**config.mk**
```make
export PLATFORM = sky130hd
export DESIGN_NAME = down_cntr_ms
export DESIGN_NICKNAME = d
export VERILOG_FILES = /design/src/rtl/down_cntr_pkg.sv /design/src/rtl/ms_prescaler.sv /design/src/rtl/down_cntr_ms.sv
export SDC_FILE = /design/constraint.sdc
export NUM_CORES = 1
export LEC_CHECK = 0
export BUFFER_PORTS_ARGS = -buffer_cell sky130_fd_sc_hd__buf_2
export CAP_MARGIN = 0
export CORE_MARGIN = 5
export CORE_UTILIZATION = 40
export DETAILED_ROUTE_END_ITERATION = 10
export SYNTH_ARGS = -nofsm -noshare
export SYNTH_HDL_FRONTEND = slang
export SYNTH_SLANG_ARGS = --single-unit
```
**constraint.sdc**
```tcl
create_clock -name clk -period 2.38 [get_ports clk]
set_input_delay 0.476 -clock clk [delete_from_list [all_inputs] [get_ports clk]]
set_output_delay 0.476 -clock clk [all_outputs]
set_load 0.02 [all_outputs]
```
**src/rtl/down_cntr_pkg.sv**
```systemverilog
// Shared types and constants for the ms countdown timer and its prescaler.
package down_cntr_pkg;

  typedef enum logic [1:0] {
    IDLE  = 2'd0,
    RUN   = 2'd1,
    PAUSE = 2'd2,
    DONE  = 2'd3
  } state_t;

  localparam int CMD_W = 3;

  localparam logic [CMD_W-1:0] CMD_HOLD  = 3'b000;
  localparam logic [CMD_W-1:0] CMD_START = 3'b001;
  localparam logic [CMD_W-1:0] CMD_PAUSE = 3'b010;
  localparam logic [CMD_W-1:0] CMD_LOAD  = 3'b011;
  localparam logic [CMD_W-1:0] CMD_CLEAR = 3'b100;

  // clk cycles per ms at the lab clock; up_cntr uses the same value
  localparam int PRESCALE_DEFAULT = 2500;

endpackage

```
**src/rtl/ms_prescaler.sv**
```systemverilog
// Mod-PRESCALE cycle counter producing a one-cycle tick per ms.
// Freezes while en=0; clr returns it to zero and wins over en.
module ms_prescaler
  import down_cntr_pkg::*;
#(
  parameter int PRESCALE = PRESCALE_DEFAULT
) (
  input  logic clk,
  input  logic rst,
  input  logic en,
  input  logic clr,
  output logic tick
);

  localparam int CW = (PRESCALE > 2) ? $clog2(PRESCALE) : 1;
  localparam logic [CW-1:0] LAST = CW'(PRESCALE - 1);

  logic [CW-1:0] r_cnt;

  assign tick = en && (r_cnt == LAST);

  always_ff @(posedge clk or negedge rst) begin
    if (!rst) begin
      r_cnt <= '0;
    end else if (clr) begin
      r_cnt <= '0;
    end else if (en) begin
      if (r_cnt == LAST) r_cnt <= '0;
      else               r_cnt <= r_cnt + 1'b1;
    end
  end

endmodule

```
**src/rtl/down_cntr_ms.sv**
```systemverilog
// Millisecond countdown timer driven by a level-held 3-bit command bus.
//   state | meaning
//   IDLE  | loaded or cleared, waiting for start (start ignored when cnt==0)
//   RUN   | prescaler enabled, cnt decrements once per ms
//   PAUSE | prescaler and cnt frozen, start resumes
//   DONE  | reached zero; only load or clear leave
module down_cntr_ms
  import down_cntr_pkg::*;
#(
  parameter int WIDTH    = 16,
  parameter int PRESCALE = PRESCALE_DEFAULT
) (
  input  logic             clk,
  input  logic             rst,
  input  logic [2:0]       cmd,
  input  logic [WIDTH-1:0] load_val,
  output logic [WIDTH-1:0] cnt_dn_ms,
  output logic             running,
  output logic             done,
  output logic             expired
);

  localparam logic [WIDTH-1:0] ONE = WIDTH'(1);

  state_t           r_state;
  logic [WIDTH-1:0] r_cnt;
  logic             r_running;
  logic             r_done;
  logic             r_expired;

  logic w_clr_cmd;
  logic w_en;
  logic w_tick;
  logic w_terminal;

  // load and clear override everything, pause freezes the prescaler in the same cycle
  assign w_clr_cmd  = (cmd == CMD_CLEAR) || (cmd == CMD_LOAD);
  assign w_en       = (r_state == RUN) && !w_clr_cmd && (cmd != CMD_PAUSE);
  assign w_terminal = w_tick && (r_cnt <= ONE);

  ms_prescaler #(.PRESCALE(PRESCALE)) u_prescaler (
    .clk  (clk),
    .rst  (rst),
    .en   (w_en),
    .clr  (w_clr_cmd || w_terminal),
    .tick (w_tick)
  );

  always_ff @(posedge clk or negedge rst) begin
    if (!rst) begin
      r_state   <= IDLE;
      r_cnt     <= '0;
      r_running <= 1'b0;
      r_done    <= 1'b0;
      r_expired <= 1'b0;
    end else begin
      r_expired <= 1'b0;
      if (cmd == CMD_CLEAR) begin
        r_state   <= IDLE;
        r_cnt     <= '0;
        r_running <= 1'b0;
        r_done    <= 1'b0;
      end else if (cmd == CMD_LOAD) begin
        r_state   <= IDLE;
        r_cnt     <= load_val;
        r_running <= 1'b0;
        r_done    <= 1'b0;
      end else begin
        case (r_state)
          IDLE: begin
            if (cmd == CMD_START && r_cnt != '0) begin
              r_state   <= RUN;
              r_running <= 1'b1;
            end
          end
          RUN: begin
            if (cmd == CMD_PAUSE) begin
              r_state   <= PAUSE;
              r_running <= 1'b0;
            end else if (w_terminal) begin
              r_state   <= DONE;
              r_cnt     <= '0;
              r_running <= 1'b0;
              r_done    <= 1'b1;
              r_expired <= 1'b1;
            end else if (w_tick) begin
              r_cnt <= r_cnt - ONE;
            end
          end
          PAUSE: begin
            if (cmd == CMD_START) begin
              r_state   <= RUN;
              r_running <= 1'b1;
            end
          end
          DONE: begin
            r_cnt <= '0;
          end
          default: begin
            r_state <= IDLE;
          end
        endcase
      end
    end
  end

  assign cnt_dn_ms = r_cnt;
  assign running   = r_running;
  assign done      = r_done;
  assign expired   = r_expired;

endmodule
```
==> results of run 1 <==
[power by group through the flow]
stage          registers [uW]  clock network, uW  logic, uW
6_report                  793                428        939
5_1_grt                   817                474       1040
4_1_cts                   786                444        918
3_5_place_dp              793                  0        914
3_3_place_gp              790                  0        906
2_1_floorplan             870                  0        471
[metal layers]
metal / wire length [um] / part of all wire / track usage / vias to the layer above
met3: 261 / 0.048 / 0.04213 / 4
li1: - / - / - / 962
met4: 52 / 0.0096 / 0.06250 / 0
met1: 2615 / 0.48 / 0.2521 / 946
met2: 2512 / 0.46 / 0.2833 / 38
met5: 0 / 0 / 0 / -
[final timing paths]
check / start / to / slack, ns
worst min register to register: done$_DFFE_PN0P_ / done$_DFFE_PN0P_ / 0.48
worst min-delay path: rst / cnt_dn_ms[10]$_DFFE_PN0P_ / 0.26
max in group asynchronous: rst / cnt_dn_ms[14]$_DFFE_PN0P_ / 1.64
min in group clk: load_val[10] / cnt_dn_ms[10]$_DFFE_PN0P_ / 0.41
worst max-delay path: cnt_dn_ms[7]$_DFFE_PN0P_ / cnt_dn_ms[4]$_DFFE_PN0P_ / 0.09
worst max register to register: cnt_dn_ms[7]$_DFFE_PN0P_ / cnt_dn_ms[4]$_DFFE_PN0P_ / 0.09
[critical path, stage by stage (launching register included)]
cell	delay, ns
dfrtp_1	0.38
or4_4	0.56
or3_4	0.40
nor2_4	0.18
buf_4	0.16
nor2_4	0.05
a21o_1	0.15
a221o_1	0.29
[per-stage QoR]
| stage | utilization | cell area (um2) | setup WS (ns) | instances | power, uW |
|---|---|---|---|---|---|
| 3_5_place_dp | 0.5072 | 2427 | 0.04763 | 347 | 1707 |
| 2_1_floorplan | - | 2008 | 0.09526 | 225 | 1342 |
| 3_3_place_gp | 0.5072 | 2427 | 0.1041 | 347 | 1696 |
| 6_report | 0.5362 | 2566 | 0.08613 | 357 | 2160 |
| 4_1_cts | 0.5252 | 2514 | 0.02497 | 354 | 2148 |
| 5_1_grt | 0.5362 | 2566 | 0.01351 | 357 | 2335 |
[synth_stat cells, types with 2 or more instances]
cell type and number:
nor3b_1 3, o211ai_1 6, xnor2_1 3, a31oi_1 3
clkbuf_1 4, nand2_1 22, nand3_1 8, xor2_1 4
o21bai_1 2, nor3_1 9, o21ai_0 15, and3_1 2
nor2_1 19, a22o_1 4, a32o_1 2, a21o_1 2
or2_2 3, or4_1 5, buf_2 4, buf_6 2
a221o_1 4, inv_1 7, o31ai_1 6, dfrtp_1 33
nor4_1 3, or3_1 5, ha_1 3, nand4_1 3
nor2_4 2, a21oi_1 11, nand2b_1 5
[logic make-up (layout without fill, tap and decap cells)]
kind of cell,after synthesis,count (layout),synth area share
compound gates,64,64,0.2230
xor+xnor,7,7,0.03053
fa+ha+maj,3,3,0.01869
buf+inv,19,84,0.04610
flops,33,33,0.4112
mux,1,1,0.004985
simple gates,98,98,0.2654
[cell type report]
cell class	count	area (um2)	share of cell area
Clock buffer	7	86.33	0.03364
Inverter	8	30.03	0.01170
Multi-Input combinational cell	173	1120	0.4364
Sequential cell	33	825.8	0.3218
Tap cell	67	83.83	0.03267
Timing Repair Buffer	69	420.4	0.1638
[sequential cells by signal, summed over array words and instances (netlist names)]
name               count
u_prescaler.r_cnt     12
cnt_dn_ms             16
done                   1
running                1
expired                1
r_state                2
[what timing repair did]
item / in CTS / in global routing
setup buffers: 0 / 3
resized for setup: 0 / 5
hold endpoints to repair: 0 / 0
setup endpoints to repair: 0 / 13
==> flow_metrics.tcl, run 1 <==
set metrics [dict create \
    outcome "finished clean" \
    end_kind "flip-flop" \
    grtUsageTotal 0.1835 \
    grt_setup_unrepaired "false" \
    synthCells 225 \
    critPathArrivalTime_ns 2.47 \
    async_flop_share 1.000 \
    drt-vias-per-instance 5.462 \
    die-height_um 80.86 \
    n_antenna_cell 0 \
    synth_top_area_cell "dfrtp_1" \
    hold_viol_final 0 \
    area_growth_pct 27.79 \
    portBuffers 39 \
    leakage_uw 0.001200 \
    cts.sinks 33 \
    wl_mm 5.441 \
    start_kind "flip-flop" \
    clk_latency_ns 0.29 \
    coreArea_um2 4786 \
    clock_path_buffers 2 \
    synth-seq-cells 33 \
    final_common_cell "buf_2" \
    post-route-min-period_ns 2.294 \
    antenna_found_initial 0 \
    drtIter0Drc 87 \
    h-tree-depth 2 \
    wire_per_inst_um 15.24 \
    mappedNetlistArea_um2 2008 \
    fillerInstances 480 \
    skew_ns 0.01000 \
    finalCritPeriodShare 0.9638 \
    setup_violations 0 \
    hpwl_mm 4.139 \
    maxCapViolCount 0 \
    critPathRequiredTime_ns 2.55 \
    drt_pass1_iterations 4 \
    combPwrFrac 0.435 \
    swShare 0.3898 \
    grt_pass1_wl_mm 9.211 \
    clkPwrFrac 0.198 \
    num_io_pins 40 \
    syn_avg_cell_area_um2 8.925 \
    power.internal_uw 1318 \
    place.gp.congestion 0.8275 \
    synth-edff-count 0 \
    die_area_um2 6538 \
    numCtsBuffers 5 \
    first_global_vias 1876 \
    drive_gt1_frac 0.3207 \
    yosysUniqueCellTypes 52 \
    whs_ns 0.2599 \
    mostFrequentLayoutCells "buf_2, dfrtp_1, buf_4" \
    initial_core_util 0.4196 \
    synth_top_area_frac 0.4112 \
    cts.hold.buffers_added 0 \
    ir_drop_v 0.0002973 \
    vias 1950 \
    ys_seq_area_frac 0.4112 \
    yosys-top-cells-area "dfrtp_1, nand2_1, o21ai_0" \
    syn_nets 249 \
    worstHoldPathType "input port to asynchronous set/reset pin" \
    grt_overflow_total 0 \
    synthFlopType "dfrtp_1" \
    critPathKind "flip-flop to flip-flop" \
    p_sw_uw 842.1 \
    cts_tree "done" \
    timing.setup.tns_ns 0 \
    die_w_um 80.86 \
    maxSlewHeadroom 0.4948 \
    power_frac_seq 0.367 \
    cp_max_fo 7 \
    rr_worst_depth 7 \
    p_per_area_nw_per_um2 841.7 \
    fin_nets 314 \
    clkTransAtPathRegs_ns 0.07 \
    synth-warning-count 0 \
    drtAntennaViolNets 0 \
    worst_slew_pin_slew_ns 0.7579 \
    max_freq_mhz 435.9 \
    cts-root-buf "clkbuf_8" \
    drc_errors 0 \
    num_rows 25 \
    grt_max_degree 34 \
    drv_slew 0 \
]
Power figures use the tool's default switching activity.
==> inputs of run 2 (changes only) <==
ABC_AREA = 1   (was default)
CORE_UTILIZATION = 51   (was 40)
PLACE_DENSITY = 0.76   (was default)
==> run 2 against run 1 <==
Compared with the run above:
- sequential share of layout area is 1.3 points lower
- final cell count is 27% higher
- flip-flop and latch count did not move
- critical path type unchanged
==> flow_metrics.tcl, run 2 <==
set metrics [dict create \
    coreArea_um2 4384 \
    yosysMostFrequentCell "nand2_1" \
    seq_area_um2 825.8 \
    antenna_found_initial 0 \
    p_sw_uw 1460 \
    synth-warning-count 0 \
    timing.setup.tns_ns 0 \
    wl_mm 5.707 \
    swShare 0.4891 \
    instances_no_fill 452 \
    p_per_area_nw_per_um2 1117 \
    outcome "finished clean" \
    power_uw 2984 \
    mostFrequentLayoutCells "nand2_1, nor2_1, inv_1" \
    leakage_uw 0.001479 \
    clk_latency_ns 0.29 \
    finalCritPeriodShare 0.8630 \
    cp_max_fo 17 \
    num_rows 24 \
    grt_setup_unrepaired "false" \
    synth-seq-cells 33 \
    numCtsBuffers 5 \
    die-height_um 77.63 \
    wire_per_inst_um 12.63 \
    hold_viol_final 0 \
    cts_tree "done" \
    end_kind "flip-flop" \
    clock_path_buffers 2 \
    multi_input_area_um2 1319 \
    drtIter0Drc 159 \
    h-tree-depth 2 \
    area_growth_pct 14.54 \
    drt_pass1_iterations 5 \
    synth_top_area_frac 0.3541 \
    max_freq_mhz 486.9 \
    die_area_um2 6026 \
    async_flop_share 1.000 \
    cts.sinks 33 \
    start_kind "flip-flop" \
    ir_drop_v 0.0008247 \
    drive_gt1_frac 0.1600 \
    yosysUniqueCellTypes 32 \
    cts_resized 0 \
    synthFlopType "dfrtp_1" \
    portBuffers 39 \
    power.internal_uw 1525 \
    n_antenna_cell 0 \
    drc_errors 0 \
    first_global_vias 2237 \
    whs_ns 0.2616 \
    grtUsageTotal 0.1954 \
    critPathArrivalTime_ns 2.27 \
    initial_core_util 0.5320 \
    setup_violations 0 \
    synthCells 357 \
    mappedNetlistArea_um2 2332 \
    grt_overflow_total 0 \
    cts-root-buf "clkbuf_8" \
    maxCapViolCount 0 \
    worst_slew_pin_slew_ns 0.7669 \
    combPwrFrac 0.530 \
    dp_cells 444 \
    post_cts_buffers 0 \
    syn_nets 381 \
    drt-vias-per-instance 5.190 \
    vias 2346 \
    timing.final.ws_setup_ns 0.3262 \
    critPathRequiredTime_ns 2.60 \
    power_frac_seq 0.310 \
    synth_common_cells "nand2_1, nor2_1, inv_1" \
    worstHoldPathType "input port to asynchronous set/reset pin" \
    fin_nets 423 \
    yosys-top-cells-area "dfrtp_1, nand2_1, nor2_1" \
    num_io_pins 40 \
    critPathKind "flip-flop to flip-flop" \
    syn_avg_cell_area_um2 6.533 \
    drtAntennaViolNets 0 \
    clkTransAtPathRegs_ns 0.07 \
    die_w_um 77.63 \
    fillerInstances 428 \
    synth_top_area_cell "dfrtp_1" \
    synth-edff-count 0 \
    largest_reg_flops 16 \
    skew_ns 0.007556 \
    dp_slack_ns 0.2746 \
    post-route-min-period_ns 2.054 \
    final_common_cell "nand2_1" \
    grt_max_degree 34 \
    drv_slew 0 \
    maxSlewHeadroom 0.4887 \
    cts.hold.buffers_added 0 \
    hpwl_mm 4.258 \
    grt_pass1_wl_mm 9.853 \
    ys_seq_area_frac 0.3541 \
    place.gp.congestion 0.8579 \
    clkPwrFrac 0.160 \
]
-- run 2: cell type report --
type | count | share of cell area
Clock buffer | 7 | 0.03607
Clock inverter | 1 | 0.001874
Inverter | 44 | 0.06183
Multi-Input combinational cell | 276 | 0.4937
Sequential cell | 33 | 0.3091
Tap cell | 52 | 0.02436
Timing Repair Buffer | 39 | 0.07307
-- run 2: worst paths after layout --
kind / start / to / slack [ns] / depth (start not counted)
hold / removal: rst / u_prescaler.r_cnt[5]$_DFFE_PN0P_ / 0.26 / 1
max in group asynchronous: rst / cnt_dn_ms[14]$_DFFE_PN0P_ / 1.63 / 1
setup reg to reg: u_prescaler.r_cnt[0]$_DFFE_PN0P_ / cnt_dn_ms[12]$_DFFE_PN0P_ / 0.33 / 11
setup / recovery: u_prescaler.r_cnt[0]$_DFFE_PN0P_ / cnt_dn_ms[12]$_DFFE_PN0P_ / 0.33 / 11
min in group clk: load_val[4] / cnt_dn_ms[4]$_DFFE_PN0P_ / 0.48 / 5
hold reg to reg: running$_DFFE_PN0P_ / running$_DFFE_PN0P_ / 0.48 / 2
-- run 2: metal layers --
layer,routed length (um),global-route usage
met1,2661,0.2626
met2,2680,0.3230
met3,323,0.04745
met4,42,0.03436
met5,0,0
-- run 2: kinds of logic (layout without fill, tap and decap cells) --
logic type	Yosys count	in the layout	synth area share
compound gates	24	24	0.06062
xor+xnor	9	9	0.03380
fa+ha+maj	3	3	0.01610
buf+inv	48	91	0.08154
flops	33	33	0.3541
mux	1	1	0.004292
simple gates	239	239	0.4496
-- run 2: stage by stage --
| step | instance area (um2) | util |
|---|---|---|
| final | 2671 | 0.6093 |
| after global routing | 2671 | 0.6093 |
| after CTS | 2669 | 0.6087 |
| after detailed placement | 2567 | 0.5856 |
| after global placement | 2567 | 0.5856 |
| after floorplan | 2332 | - |
-- run 2: power groups by stage --
| stage | combinational, uW | clock [uW] | sequential, uW |
|---|---|---|---|
| 2_1_floorplan | 1120 | 0 | 1010 |
| 3_3_place_gp | 1560 | 0 | 925 |
| 3_5_place_dp | 1580 | 0 | 930 |
| 4_1_cts | 1590 | 479 | 920 |
| 5_1_grt | 1810 | 510 | 954 |
| 6_report | 1580 | 476 | 926 |
-- run 2: critical path, cell delays in order, from the launching register on --
cell,delay (ns)
dfrtp_1,0.42
ha_1,0.25
nand2_1,0.07
nor2_1,0.19
nand2_1,0.09
nor2_1,0.16
nand2_2,0.09
nand2_2,0.08
o21ai_4,0.17
nor2_8,0.28
nand2_1,0.09
nand2_1,0.06
